File: config.mk
export PLATFORM = sky130hd
export DESIGN_NAME = interp_mult_bank
export DESIGN_NICKNAME = d
export VERILOG_FILES = /design/src/rtl/interp_mult_bank.sv
export SDC_FILE = /design/constraint.sdc
export NUM_CORES = 1
export LEC_CHECK = 0
export CORE_MARGIN = 1
export CORE_UTILIZATION = 51
export CTS_CLUSTER_SIZE = 20
export DETAILED_ROUTE_END_ITERATION = 8
export GPL_TIMING_DRIVEN = 0
export PLACE_DENSITY_LB_ADDON = 0.25
export SETUP_SLACK_MARGIN = 0.02
export SYNTH_ARGS = -nofsm -noshare
export SYNTH_HDL_FRONTEND = slang
export SYNTH_SLANG_ARGS = --single-unit
File: constraint.sdc
create_clock -name clk -period 3.2 [get_ports clk]
set_input_delay 0.32 -clock clk [delete_from_list [all_inputs] [get_ports clk]]
set_output_delay 0.32 -clock clk [all_outputs]
set_load 0.02 [all_outputs]
File: src/rtl/interp_mult_bank.sv
// interp_mult_bank
// Builds and holds the multiples 1*E .. NUM_MULT*E of a signed pilot-difference
// step E for the channel-estimation interpolator. A single accumulator adder
// produces one new multiple per cycle after an accepted start; results that
// leave the signed OUT_W range are clamped and flagged (sticky until next start).
//
// Ports:
//   clk        in   system clock, rising edge
//   rst        in   asynchronous active-low reset
//   start      in   one-cycle build request (ignored while busy)
//   clear      in   synchronous clear of all entries; aborts a build, beats start
//   e_in       in   signed step E, sampled on an accepted start
//   rd_idx     in   multiple to read (1..NUM_MULT); other values read 0
//   rd_data    out  entry rd_idx*E, combinational from the registers
//   mult_bus   out  all entries; entry k at [k*OUT_W-1:(k-1)*OUT_W]
//   valid_mask out  bit k-1 set once entry k has been written this run
//   busy       out  high while the table is being built
//   done       out  one-cycle pulse after the last entry is written
//   sat_flag   out  sticky saturation indicator since the last start
module interp_mult_bank #(
    parameter int unsigned IN_W     = 17,
    parameter int unsigned NUM_MULT = 6,
    parameter int unsigned OUT_W    = 20,
    parameter int unsigned IDX_W    = 4
) (
    input  logic                         clk,
    input  logic                         rst,
    input  logic                         start,
    input  logic                         clear,
    input  logic signed [IN_W-1:0]       e_in,
    input  logic [IDX_W-1:0]             rd_idx,
    output logic signed [OUT_W-1:0]      rd_data,
    output logic [NUM_MULT*OUT_W-1:0]    mult_bus,
    output logic [NUM_MULT-1:0]          valid_mask,
    output logic                         busy,
    output logic                         done,
    output logic                         sat_flag
);

    localparam int unsigned CNT_W = $clog2(NUM_MULT + 1);
    localparam logic signed [OUT_W-1:0] MAX_VAL = {1'b0, {(OUT_W-1){1'b1}}};
    localparam logic signed [OUT_W-1:0] MIN_VAL = {1'b1, {(OUT_W-1){1'b0}}};

    typedef enum logic [0:0] {StIdle, StAccum} state_e;

    state_e                  state_q, state_d;
    logic signed [OUT_W-1:0] entry_q [NUM_MULT];
    logic signed [OUT_W-1:0] entry_d [NUM_MULT];
    logic signed [OUT_W-1:0] e_q, e_d;
    logic signed [OUT_W-1:0] acc_q, acc_d;
    logic [NUM_MULT-1:0]     valid_q, valid_d;
    logic [CNT_W-1:0]        count_q, count_d;
    logic                    done_q, done_d;
    logic                    sat_q, sat_d;

    logic signed [OUT_W-1:0] e_ext;
    logic [OUT_W:0]          sum;
    logic                    sum_ovf;
    logic signed [OUT_W-1:0] sum_clamped;

    assign e_ext = OUT_W'(e_in);

    // One guard bit: overflow shows up as the top two bits disagreeing.
    assign sum     = {acc_q[OUT_W-1], acc_q} + {e_q[OUT_W-1], e_q};
    assign sum_ovf = sum[OUT_W] ^ sum[OUT_W-1];

    always_comb begin
        sum_clamped = sum[OUT_W-1:0];
        if (sum_ovf) begin
            sum_clamped = sum[OUT_W] ? MIN_VAL : MAX_VAL;
        end
    end

    always_comb begin
        state_d = state_q;
        entry_d = entry_q;
        e_d     = e_q;
        acc_d   = acc_q;
        valid_d = valid_q;
        count_d = count_q;
        done_d  = 1'b0;
        sat_d   = sat_q;

        if (clear) begin
            for (int k = 0; k < NUM_MULT; k++) begin
                entry_d[k] = '0;
            end
            state_d = StIdle;
            e_d     = '0;
            acc_d   = '0;
            valid_d = '0;
            count_d = '0;
            sat_d   = 1'b0;
        end else begin
            case (state_q)
                StIdle: begin
                    if (start) begin
                        e_d        = e_ext;
                        entry_d[0] = e_ext;
                        acc_d      = e_ext;
                        valid_d    = NUM_MULT'(1);
                        sat_d      = 1'b0;
                        count_d    = CNT_W'(2);
                        state_d    = StAccum;
                    end
                end
                StAccum: begin
                    // count_q is the 1-based number of the entry written this cycle.
                    for (int k = 1; k < NUM_MULT; k++) begin
                        if (count_q == CNT_W'(k + 1)) begin
                            entry_d[k] = sum_clamped;
                            valid_d[k] = 1'b1;
                        end
                    end
                    acc_d   = sum_clamped;
                    count_d = count_q + CNT_W'(1);
                    if (sum_ovf) begin
                        sat_d = 1'b1;
                    end
                    if (count_q == CNT_W'(NUM_MULT)) begin
                        done_d  = 1'b1;
                        state_d = StIdle;
                    end
                end
                default: state_d = StIdle;
            endcase
        end
    end

    always_ff @(posedge clk or negedge rst) begin
        if (!rst) begin
            state_q <= StIdle;
            for (int k = 0; k < NUM_MULT; k++) begin
                entry_q[k] <= '0;
            end
            e_q     <= '0;
            acc_q   <= '0;
            valid_q <= '0;
            count_q <= '0;
            done_q  <= 1'b0;
            sat_q   <= 1'b0;
        end else begin
            state_q <= state_d;
            entry_q <= entry_d;
            e_q     <= e_d;
            acc_q   <= acc_d;
            valid_q <= valid_d;
            count_q <= count_d;
            done_q  <= done_d;
            sat_q   <= sat_d;
        end
    end

    // Index 0 and indices above NUM_MULT match no entry and read as zero.
    always_comb begin
        rd_data = '0;
        for (int k = 0; k < NUM_MULT; k++) begin
            if (rd_idx == IDX_W'(k + 1)) begin
                rd_data = entry_q[k];
            end
        end
    end

    for (genvar g = 0; g < NUM_MULT; g++) begin : g_bus
        assign mult_bus[g*OUT_W +: OUT_W] = entry_q[g];
    end

    assign valid_mask = valid_q;
    assign busy       = (state_q == StAccum);
    assign done       = done_q;
    assign sat_flag   = sat_q;

endmodule

==> metrics.txt, run 1 <==
drt wl/cell=20.0 microns; synthesized area=7950 sq um; nets@finish=1158; placed instance count=1266; Worst-path clk slew=0.06 ns; clk_skew=0.0100 ns; number of global-route vias before repair=7280; Synthesized Nets=956; Synth Area in XOR/XNOR=2.00%; cells along the critical path=ha_1 > fa_1 > a211oi_2 > o21bai_2 > a32o_2 > o21ai_4 > a31oi_4 > buf_4 > a21oi_2 > o21ai_0; final slew viol count=0; critical path buffer and inverter count=1; startpoint types=flip-flop; worst reg2reg path depth=10; WL final=26.1 mm; Post-synth ARST share=100%; Crit Reg-Reg Endpoint=mult_bus[77]; Ys Warns=0; # Max-Cap Violations=0; Worst setup EP type=flip-flop; compound-cell area share of the yosys netlist=22.3%; post-synthesis sequential area ratio=46.9%; setup TNS=0 ns; multiplexer area fraction after synthesis=2.27%; largest family of logic cells by synthesized area=compound AO/OA/AOI/OAI gates; Sequential cell area=3730 sq um; share of post-route cells with drive strength above 1=9.29%; CTS tree=done; Die Area=16100 sq um; register bit total from synthesis=149; initial antenna violation count=0; CTS Sinks=149; port bufs=172; Detail Route Antenna Nets=0; Chip Width=127 microns; 1st-pass router iterations=5; Final min period=3.12 ns; syn_area_per_cell=8.79 sq um; Max Root-Sink Buffers=2; gr usage total=33.1%; total power=5130 uW; crit share post-route=97.3%; first-pass GRT wire length=40.3 mm; RSZ-0062 raised after global routing=true; fill cell count=1145; Cells after Synth=905; CP arrival=3.41 ns; final non-filler cell total=1308; Clock Latency Late Sink=0.44 ns; core footprint=15200 sq um; CP startpoint=mult_bus[0]; Worst EP required=3.49 ns; top_reg_cell synth=dfrtp_1; GPL Wtd Cong=0.891; Via density=5.99; Synth Area in Simple Gates=18.2%; Slew Limit Headroom=40.1%; FP Rows=45; fmax=321 MHz; H-tree levels=4; outcome=finished clean; final hold violations=0; power per cell area=471 nW/um^2; Max FO, Critical Path=6; die height=127 microns; reg2reg setup slack=0.08 ns; critical path type=reg2reg; clk root buf=clkbuf_16; VDD IR max=0.445 mV; largest net degree at the start of global routing=96; GRT Residual Overflow=0; io pins=174; CP max stage delay=0.43 ns; antenna cells=0; Unique masters post-synth=63; cts bufs inserted=17; Vias=7834; Leak=0.00473 uW; Iter 0 DRT Violations=872; dpl hpwl=19.4 mm; Residual DRC=0; Initial Util=52.3%; Hold Path Class=in2async; final setup vio count=0; Worst path slowest cell=dfrtp_1; EDFF count, synth=0; delay-heaviest family, CP=compound AO/OA/AOI/OAI gates; multi-input logic area=4070 sq um; adder-cell share of the synthesized area=4.44%; Area Overhead vs Synth=36.9%; worst slew pin tran=0.899 ns; RR Startpoint=mult_bus[0]
cells in the final DEF (no fill, tap or decap), drive strengths merged, types with 3 or more instances in the layout:
cell type / instances
clkinv: 5
nor2b: 12
nor2: 83
and3: 3
inv: 13
a211oi: 24
o211ai: 3
o21bai: 5
nand3: 24
clkbuf: 59
bufinv: 5
o21ai: 153
o21a: 3
a22oi: 5
o22ai: 17
xnor2: 9
a21o: 7
mux2i: 18
dfrtp: 149
xor2: 7
nand2: 194
and2: 3
clkdlybuf4s50: 169
a31oi: 8
a21oi: 43
buf: 28
nor3: 9
ha: 25
nand4: 3
registers in the layout, summed over array words and instances (netlist names):
signal / count
sat_flag: 1
done: 1
valid_mask: 6
mult_bus: 117
busy: 1
count_q: 3
acc_q: 20
metrics by stage:
step	util, %	setup slack (ns)	instance area [sq um]	hold WS [ns]
3_5_place_dp	65.4	-0.452	9940	0.309
6_report	71.6	0.0849	10900	0.406
4_1_cts	70.7	-0.0173	10800	0.431
2_1_floorplan	-	0.317	7950	0.0244
5_1_grt	71.6	0.0160	10900	0.449
3_3_place_gp	65.2	-4.14	9910	0.483
routing by layer:
layer  track usage [%]  up-vias  part of all wire (%)
li1                  -     3575                     -
met1              44.3     3771                    41
met2              53.4      428                    48
met3              6.28       60                   8.6
met4              12.5        0                   2.7
met5                 0        -                     0
cell type report:
type	instances	area share [%]
tap	188	2.16
multi-input combinational	688	37.3
timing repair buffer	183	17.2
sequential	149	34.2
clock inverter	12	1.83
inverter	12	0.414
buffer	56	2.55
clock buffer	20	4.29
how the worst max path moves through the flow:
stage	to	slack (ns)	depth (start not counted)
2_1_floorplan	mult_bus[109]	0.32	10
3_3_place_gp	valid_mask[0]	-4.14	1
3_5_place_dp	rd_data[16]	-0.45	8
4_1_cts	mult_bus[70]	-0.02	10
5_1_grt	mult_bus[57]	0.02	10
6_report	mult_bus[77]	0.08	10
where the power goes:
part | internal (uW) | leakage, uW | switching (uW)
clock network | 1450 | 0.000326 | 808
registers | 1930 | 0.00205 | 53.0
logic | 308 | 0.00234 | 580
total | 3690 | 0.00473 | 1440
worst register-to-register path, stage by stage (launching register included):
cell and delay [ns]:
dfrtp_1 0.43, ha_1 0.25, fa_1 0.43, a211oi_2 0.25
o21bai_2 0.15, a32o_2 0.33, o21ai_4 0.21, a31oi_4 0.17
buf_4 0.20, a21oi_2 0.37, o21ai_0 0.19
repair_timing:
item	4_1_cts	5_1_grt
pin swaps	3	4
hold buffers	1	0
gates resized for setup	27	23
cloned	0	0
setup buffers	5	4
endpoints found under the hold margin	54	0
endpoints found under the setup margin	107	124
synth_stat cells, types with 4 or more instances:
master    instances  area, sq um
nor2_1           83          312
mux2i_1          18          180
buf_4             4         30.0
o21ai_1          25          125
a22oi_1           4         30.0
a211oi_1         24          180
buf_2             4         20.0
inv_1            12         45.0
a31oi_1           7         43.8
dfrtp_1         149         3730
buf_1             7         26.3
xor2_1            7         61.3
o21ai_4           6         97.6
buf_6             4         45.0
nand2_1         194          728
a21oi_1          43          215
o22ai_1          16          100
nor2b_1          12         75.1
a21o_1            7         52.6
xnor2_1           8         70.1
nand3_1          23          115
nor3_1            8         40.0
ha_1             25          313
o21ai_0         119          596
o21bai_1          5         37.5
clkbuf_1         36          135
kinds of logic (layout without fill, tap and decap cells):
group,after synthesis,count (layout)
DFF,149,149
adders and majority gates,28,28
xor gates and xnor gates,16,16
AOI/OAI and AO/OA,284,284
buffers and inverters,68,283
and+or+nand+nor,342,342
muxes,18,18
(Power assumes the default switching activity.)
==> inputs of run 2 (changes only) <==
- PLACE_DENSITY_LB_ADDON: 0.25 -> 0.15
==> run 2 against run 1 <==
Sequential power is essentially flat. Global-route usage grew 0.18 points. Via count shrank 1.4%. Clock power shrank 8%. Largest cell class unchanged. Highest routed layer unchanged. Fmax grew 1.0%. Non-clock buffer count shrank 2. Sequential share of layout area grew 0.20 points. Clock-buffer cell count grew 3. Power shrank 3.6%. Worst hold slack gained 0.0028 ns. Wire length shrank 0.33%. Final cell count shrank 0.23%.
==> metrics.txt, run 2 (same netlist as run 1, synthesis figures left out) <==
Chip Width=127 microns (unchanged); final hold violations=0 (unchanged); drt wl/cell=20.0 microns (-0.10%); gr usage total=33.2% (+0.18 points); crit share post-route=96.4% (-0.97 points); Die Area=16100 sq um (unchanged); Hold Path Class=in2async; Fin Hold WS=0.409 ns (+0.00275 ns); RR Startpoint=mult_bus[0]; largest net degree at the start of global routing=95 (-1.0%); # Max-Cap Violations=0 (unchanged); Residual DRC=0 (unchanged); worst reg2reg path depth=10 (unchanged); FP Rows=45 (unchanged); Slew Limit Headroom=39.7% (-0.40 points); reg2reg setup slack=0.16 ns (+0.08 ns); startpoint types=input pin; CP arrival=2.76 ns (-0.65 ns); Via density=5.92 (-1.2%); Iter 0 DRT Violations=815 (-6.5%); Initial Util=52.3% (unchanged); Worst setup EP type=primary output; 1st-pass router iterations=5 (unchanged); VDD IR max=0.387 mV (-13%); core footprint=15200 sq um (unchanged); port bufs=172 (unchanged); first-pass GRT wire length=40.6 mm (+0.68%); Max FO, Critical Path=10 (+4); power per cell area=457 nW/um^2 (-3.0%); worst slew pin tran=0.901 ns (+0.00271 ns); Sw Share=28.7% (+0.56 points); nets@finish=1156 (-0.17%); fin util=71.2% (-0.41 points); setup TNS=0 ns (unchanged); fill cell count=1199 (+4.7%); CTS tree=done; share of post-route cells with drive strength above 1=9.22% (-0.065 points); Setup WS pre-CTS=-0.500 ns (-0.0478 ns); internal power of the cells=3530 uW (-4.3%); Area Overhead vs Synth=36.2%; Clock Latency Late Sink=0.44 ns (about the same); RSZ-0062 raised after global routing=false; CTS Sinks=149 (unchanged); max reg flops=117 (unchanged); outcome=finished clean; Max Root-Sink Buffers=2 (unchanged); critical path type=in2out; io pins=174 (unchanged); GRT Residual Overflow=0 (unchanged); Clk pwr share=41.8% (-2.1 points); final setup vio count=0 (unchanged); final slew viol count=0 (unchanged); clk_skew=0.00675 ns (-0.00328 ns); number of global-route vias before repair=7354 (+1.0%); total power=4940 uW (-3.6%); GPL Wtd Cong=0.914 (+2.5%); Logic pwr share=18.1% (+0.8 points); antenna cells=0 (unchanged); initial antenna violation count=0 (unchanged); Vias=7723 (-1.4%); Worst EP required=2.88 ns (-0.61 ns); P_sw=1420 uW (-1.6%); Sequential Power Share=40.1% (+1.4 points); Leak=0.00467 uW (-1.2%); dpl hpwl=19.4 mm (-0.13%); fmax=324 MHz (+1.0%); cts bufs inserted=17 (unchanged); final setup margin=0.116 ns (+0.0312 ns); Crit Reg-Reg Endpoint=mult_bus[82]; WL final=26.1 mm (-0.33%); die height=127 microns (unchanged); Worst-path clk slew=0.06 ns (about the same); Final min period=3.08 ns (-0.0312 ns); most common cell after layout, fill and taps aside=nand2_1; clk root buf=clkbuf_16; H-tree levels=4 (unchanged); most frequent cells in the layout=nand2_1 (194), clkdlybuf4s50_1 (170), dfrtp_1 (149), o21ai_0 (119), nor2_1 (68); Detail Route Antenna Nets=0 (unchanged)
## run 2: worst max-delay path by stage
stage,start,endpoint,slack [ns],cells after the start
2_1_floorplan,mult_bus[0],mult_bus[109],0.32,10
5_1_grt,rd_idx[3],rd_data[8],0.02,10
3_3_place_gp,rst,mult_bus[13],-4.20,1
4_1_cts,mult_bus[0],acc_q[13],0.01,10
6_report,rd_idx[2],rd_data[17],0.12,8
3_5_place_dp,rd_idx[1],rd_data[16],-0.50,8
## run 2: per-layer routing
metal  routed length, microns  part of all wire (%)  track usage [%]
met5                        0                     0                0
met4                      710                   2.7             13.4
met3                     2090                   8.0             5.78
met2                    12200                    47             52.9
met1                    11100                    42             45.3
## run 2: critical path, cell delays in order
cell,delay (ns)
clkdlybuf4s50_1,0.55
nor4b_4,0.37
buf_4,0.23
nand2_1,0.12
o21ai_0,0.13
o21ai_0,0.14
a31oi_1,0.26
clkdlybuf4s50_1,0.64
## run 2: power by group through the flow
stage / clock network, uW / logic [uW] / registers [uW]
finish: 2070 / 894 / 1980
global route: 2150 / 957 / 1990
CTS: 2070 / 870 / 1980
detailed placement: 0 / 811 / 2020
global placement: 0 / 797 / 2020
floorplan: 0 / 452 / 2030
## run 2: cell type report
type	instances	area, sq um	share of cell area [%]
plain buffers	56	294	2.72
clock buffers	23	478	4.41
clock inverters	8	124	1.14
inverters	12	45.0	0.416
multi-input cells	688	4080	37.7
flip-flops and latches	149	3730	34.4
well taps	188	235	2.17
repair buffers	181	1840	17.0
## run 2: per-stage QoR
stage / instances / area, sq um
3_3_place_gp: 1265 / 9910
2_1_floorplan: 905 / 7950
4_1_cts: 1304 / 10700
5_1_grt: 1305 / 10800
3_5_place_dp: 1266 / 9940
6_report: 1305 / 10800
## run 2: repair_timing
item,4_1_cts,5_1_grt
pin swaps,5,4
endpoints found under the setup margin,110,135
hold buffers,1,0
buffers inserted,6,1
gates resized for setup,33,32
gates cloned,0,0
endpoints found under the hold margin,55,0
==> inputs of run 3 (changes only) <==
- clock period: 3.2 -> 3.4 ns (I/O delays scaled with it)
==> run 3 against run 2 <==
Combinational power decreased by 7.7%. Wire length up 0.23%. Sequential power down 6%. Die area stayed put. Sequential share of layout area grew 0.35 points. Global-route usage down 0.16 points. Critical endpoint is now mult_bus[89]. Register-to-register slack got worse by 0.08 ns. Critical path type is now reg2reg. Clock power fell by 6%. Power is 6.2% lower. Design area fell by 1.0%. Clock skew hardly changed. Final cell count about the same.
==> metrics.txt, run 3 (same netlist as run 1, synthesis figures left out) <==
Worst setup EP type=flip-flop; Detail Route Antenna Nets=0 (unchanged); Initial Util=52.3% (unchanged); Max FO, Critical Path=10 (unchanged); Clock Latency Late Sink=0.43 ns (about the same); Setup WS pre-CTS=-0.340 ns (+0.160 ns); Sequential Power Share=40.3% (+0.2 points); drt wl/cell=20.0 microns (+0.30%); first-pass GRT wire length=40.5 mm (-0.36%); Leak=0.00460 uW (-1.4%); largest net degree at the start of global routing=95 (unchanged); GRT Residual Overflow=0 (unchanged); Worst EP required=3.69 ns (+0.81 ns); CTS Sinks=149 (unchanged); CP arrival=3.61 ns (+0.85 ns); Sw Share=28.7% (+0.039 points); CTS tree=done; M1 WL=11.1 mm (+0.33%); gr usage total=33.1% (-0.16 points); delay-heaviest family, CP=compound AO/OA/AOI/OAI gates; critical path type=reg2reg; initial antenna violation count=0 (unchanged); Final min period=3.32 ns; max reg flops=117 (unchanged); final setup margin=0.0754 ns (-0.0407 ns); Chip Width=127 microns (unchanged); Iter 0 DRT Violations=650 (-20%); worst slew pin tran=0.897 ns (-0.00436 ns); outcome=finished clean; final instance area=10700 sq um (-1.0%); cells along the critical path=ha_1 > fa_1 > a211oi_1 > o21bai_1 > a32o_1 > o21ai_4 > o211ai_4 > buf_4 > o21ai_4 > buf_6 > o21ai_0; fmax=301 MHz; # Max-Cap Violations=0 (unchanged); H-tree levels=4 (unchanged); WL final=26.1 mm (+0.23%); Slew Limit Headroom=40.2% (+0.51 points); port bufs=172 (unchanged); final setup vio count=0 (unchanged); Via density=5.98 (+1.1%); Worst-path clk slew=0.06 ns (about the same); crit share post-route=97.8%; most common cell after layout, fill and taps aside=nand2_1; dpl hpwl=19.4 mm (unchanged); antenna cells=0 (unchanged); highest metal used=met4; CP dominant cell by count=o21ai_4; final non-filler cell total=1304 (-0.077%); CP max stage delay=0.44 ns (-0.20 ns); number of global-route vias before repair=7289 (-0.88%); Die Area=16100 sq um (unchanged); P_sw=1330 uW (-6.0%); Vias=7804 (+1.0%); Clk pwr share=42.0% (+0.2 points); startpoint types=flip-flop; final hold violations=0 (unchanged); core footprint=15200 sq um (unchanged); GPL Wtd Cong=0.914 (unchanged); placed instance count=1266 (unchanged); nets@finish=1155 (-0.087%); die height=127 microns (unchanged); placed cell areas=9940 sq um (unchanged); io pins=174 (unchanged); Max Root-Sink Buffers=2 (unchanged); internal power of the cells=3310 uW (-6.2%); share of post-route cells with drive strength above 1=7.97% (-1.2 points); Worst path slowest cell=fa_1; FP Rows=45 (unchanged); critical path buffer and inverter count=2 (-1); met3 wire length=2.07 mm (-1.2%); Logic pwr share=17.8% (-0.3 points); most frequent cells in the layout=nand2_1 (194), clkdlybuf4s50_1 (171), dfrtp_1 (149), o21ai_0 (119), nor2_1 (70); final slew viol count=0 (unchanged); Residual DRC=0 (unchanged); DR WL met2=12.2 mm (+0.23%); clk root buf=clkbuf_16; Area Overhead vs Synth=34.8%; clk_skew=0.00635 ns (-0.000399 ns); Hold Path Class=in2async; cts bufs inserted=17 (unchanged); power per cell area=433 nW/um^2 (-5.2%); setup TNS=0 ns (unchanged); VDD IR max=0.361 mV (-6.9%); 1st-pass router iterations=5 (unchanged)
run 3: cell types whose count changed in the layout (fill, tap and decap cells not counted), moves of 2 or more:
cell,previous run,this run
nor2_4,13,10
nor2b_2,2,0
clkbuf_1,33,36
nor2_1,68,70
buf_12,2,0
buf_2,0,3
clkbuf_2,7,4
nor2b_1,10,12
run 3: final cells by class:
type	count	area, sq um
multi-input cells	688	4030
inverters	12	45.0
well taps	188	235
repair buffers	180	1810
flip-flops and latches	149	3730
fillers	1229	4490
plain buffers	56	268
clock buffers	23	478
clock inverters	8	124
run 3: worst paths after layout:
path | start | to | slack (ns) | cells after the start
setup / recovery | mult_bus[0] | mult_bus[89] | 0.08 | 11
hold / removal | rst | mult_bus[101] | 0.43 | 2
setup reg to reg | mult_bus[0] | mult_bus[89] | 0.08 | 11
hold reg to reg | mult_bus[85] | mult_bus[85] | 0.50 | 2
max in group asynchronous | rst | mult_bus[38] | 2.13 | 3
min in group clk | e_in[8] | mult_bus[8] | 0.48 | 3
run 3: routing by layer:
layer | up-vias | GRT usage [%]
li1 | 3569 | -
met1 | 3780 | 44.9
met2 | 398 | 52.7
met3 | 57 | 5.90
met4 | 0 | 13.5
met5 | - | 0
run 3: timing repair:
action / in CTS / in global routing
resized for setup: 8 / 27
endpoints found under the hold margin: 55 / 0
hold buffers: 1 / 0
setup endpoints to repair: 53 / 115
pin swaps: 1 / 2
setup buffers: 1 / 5
run 3: through the flow:
| stage | hold slack, ns | util, % | total power (uW) |
|---|---|---|---|
| finish | 0.435 | 70.5 | 4640 |
| floorplan | 0.0444 | - | 2340 |
| global route | 0.476 | 70.5 | 4780 |
| detailed placement | 0.333 | 65.4 | 2660 |
| global placement | 0.480 | 65.2 | 2650 |
| CTS | 0.457 | 69.6 | 4590 |
run 3: power groups by stage:
stage | combinational (uW) | clock [uW] | sequential [uW]
CTS | 778 | 1950 | 1870
global route | 880 | 2030 | 1870
finish | 825 | 1950 | 1870
global placement | 750 | 0 | 1900
floorplan | 425 | 0 | 1910
detailed placement | 763 | 0 | 1900
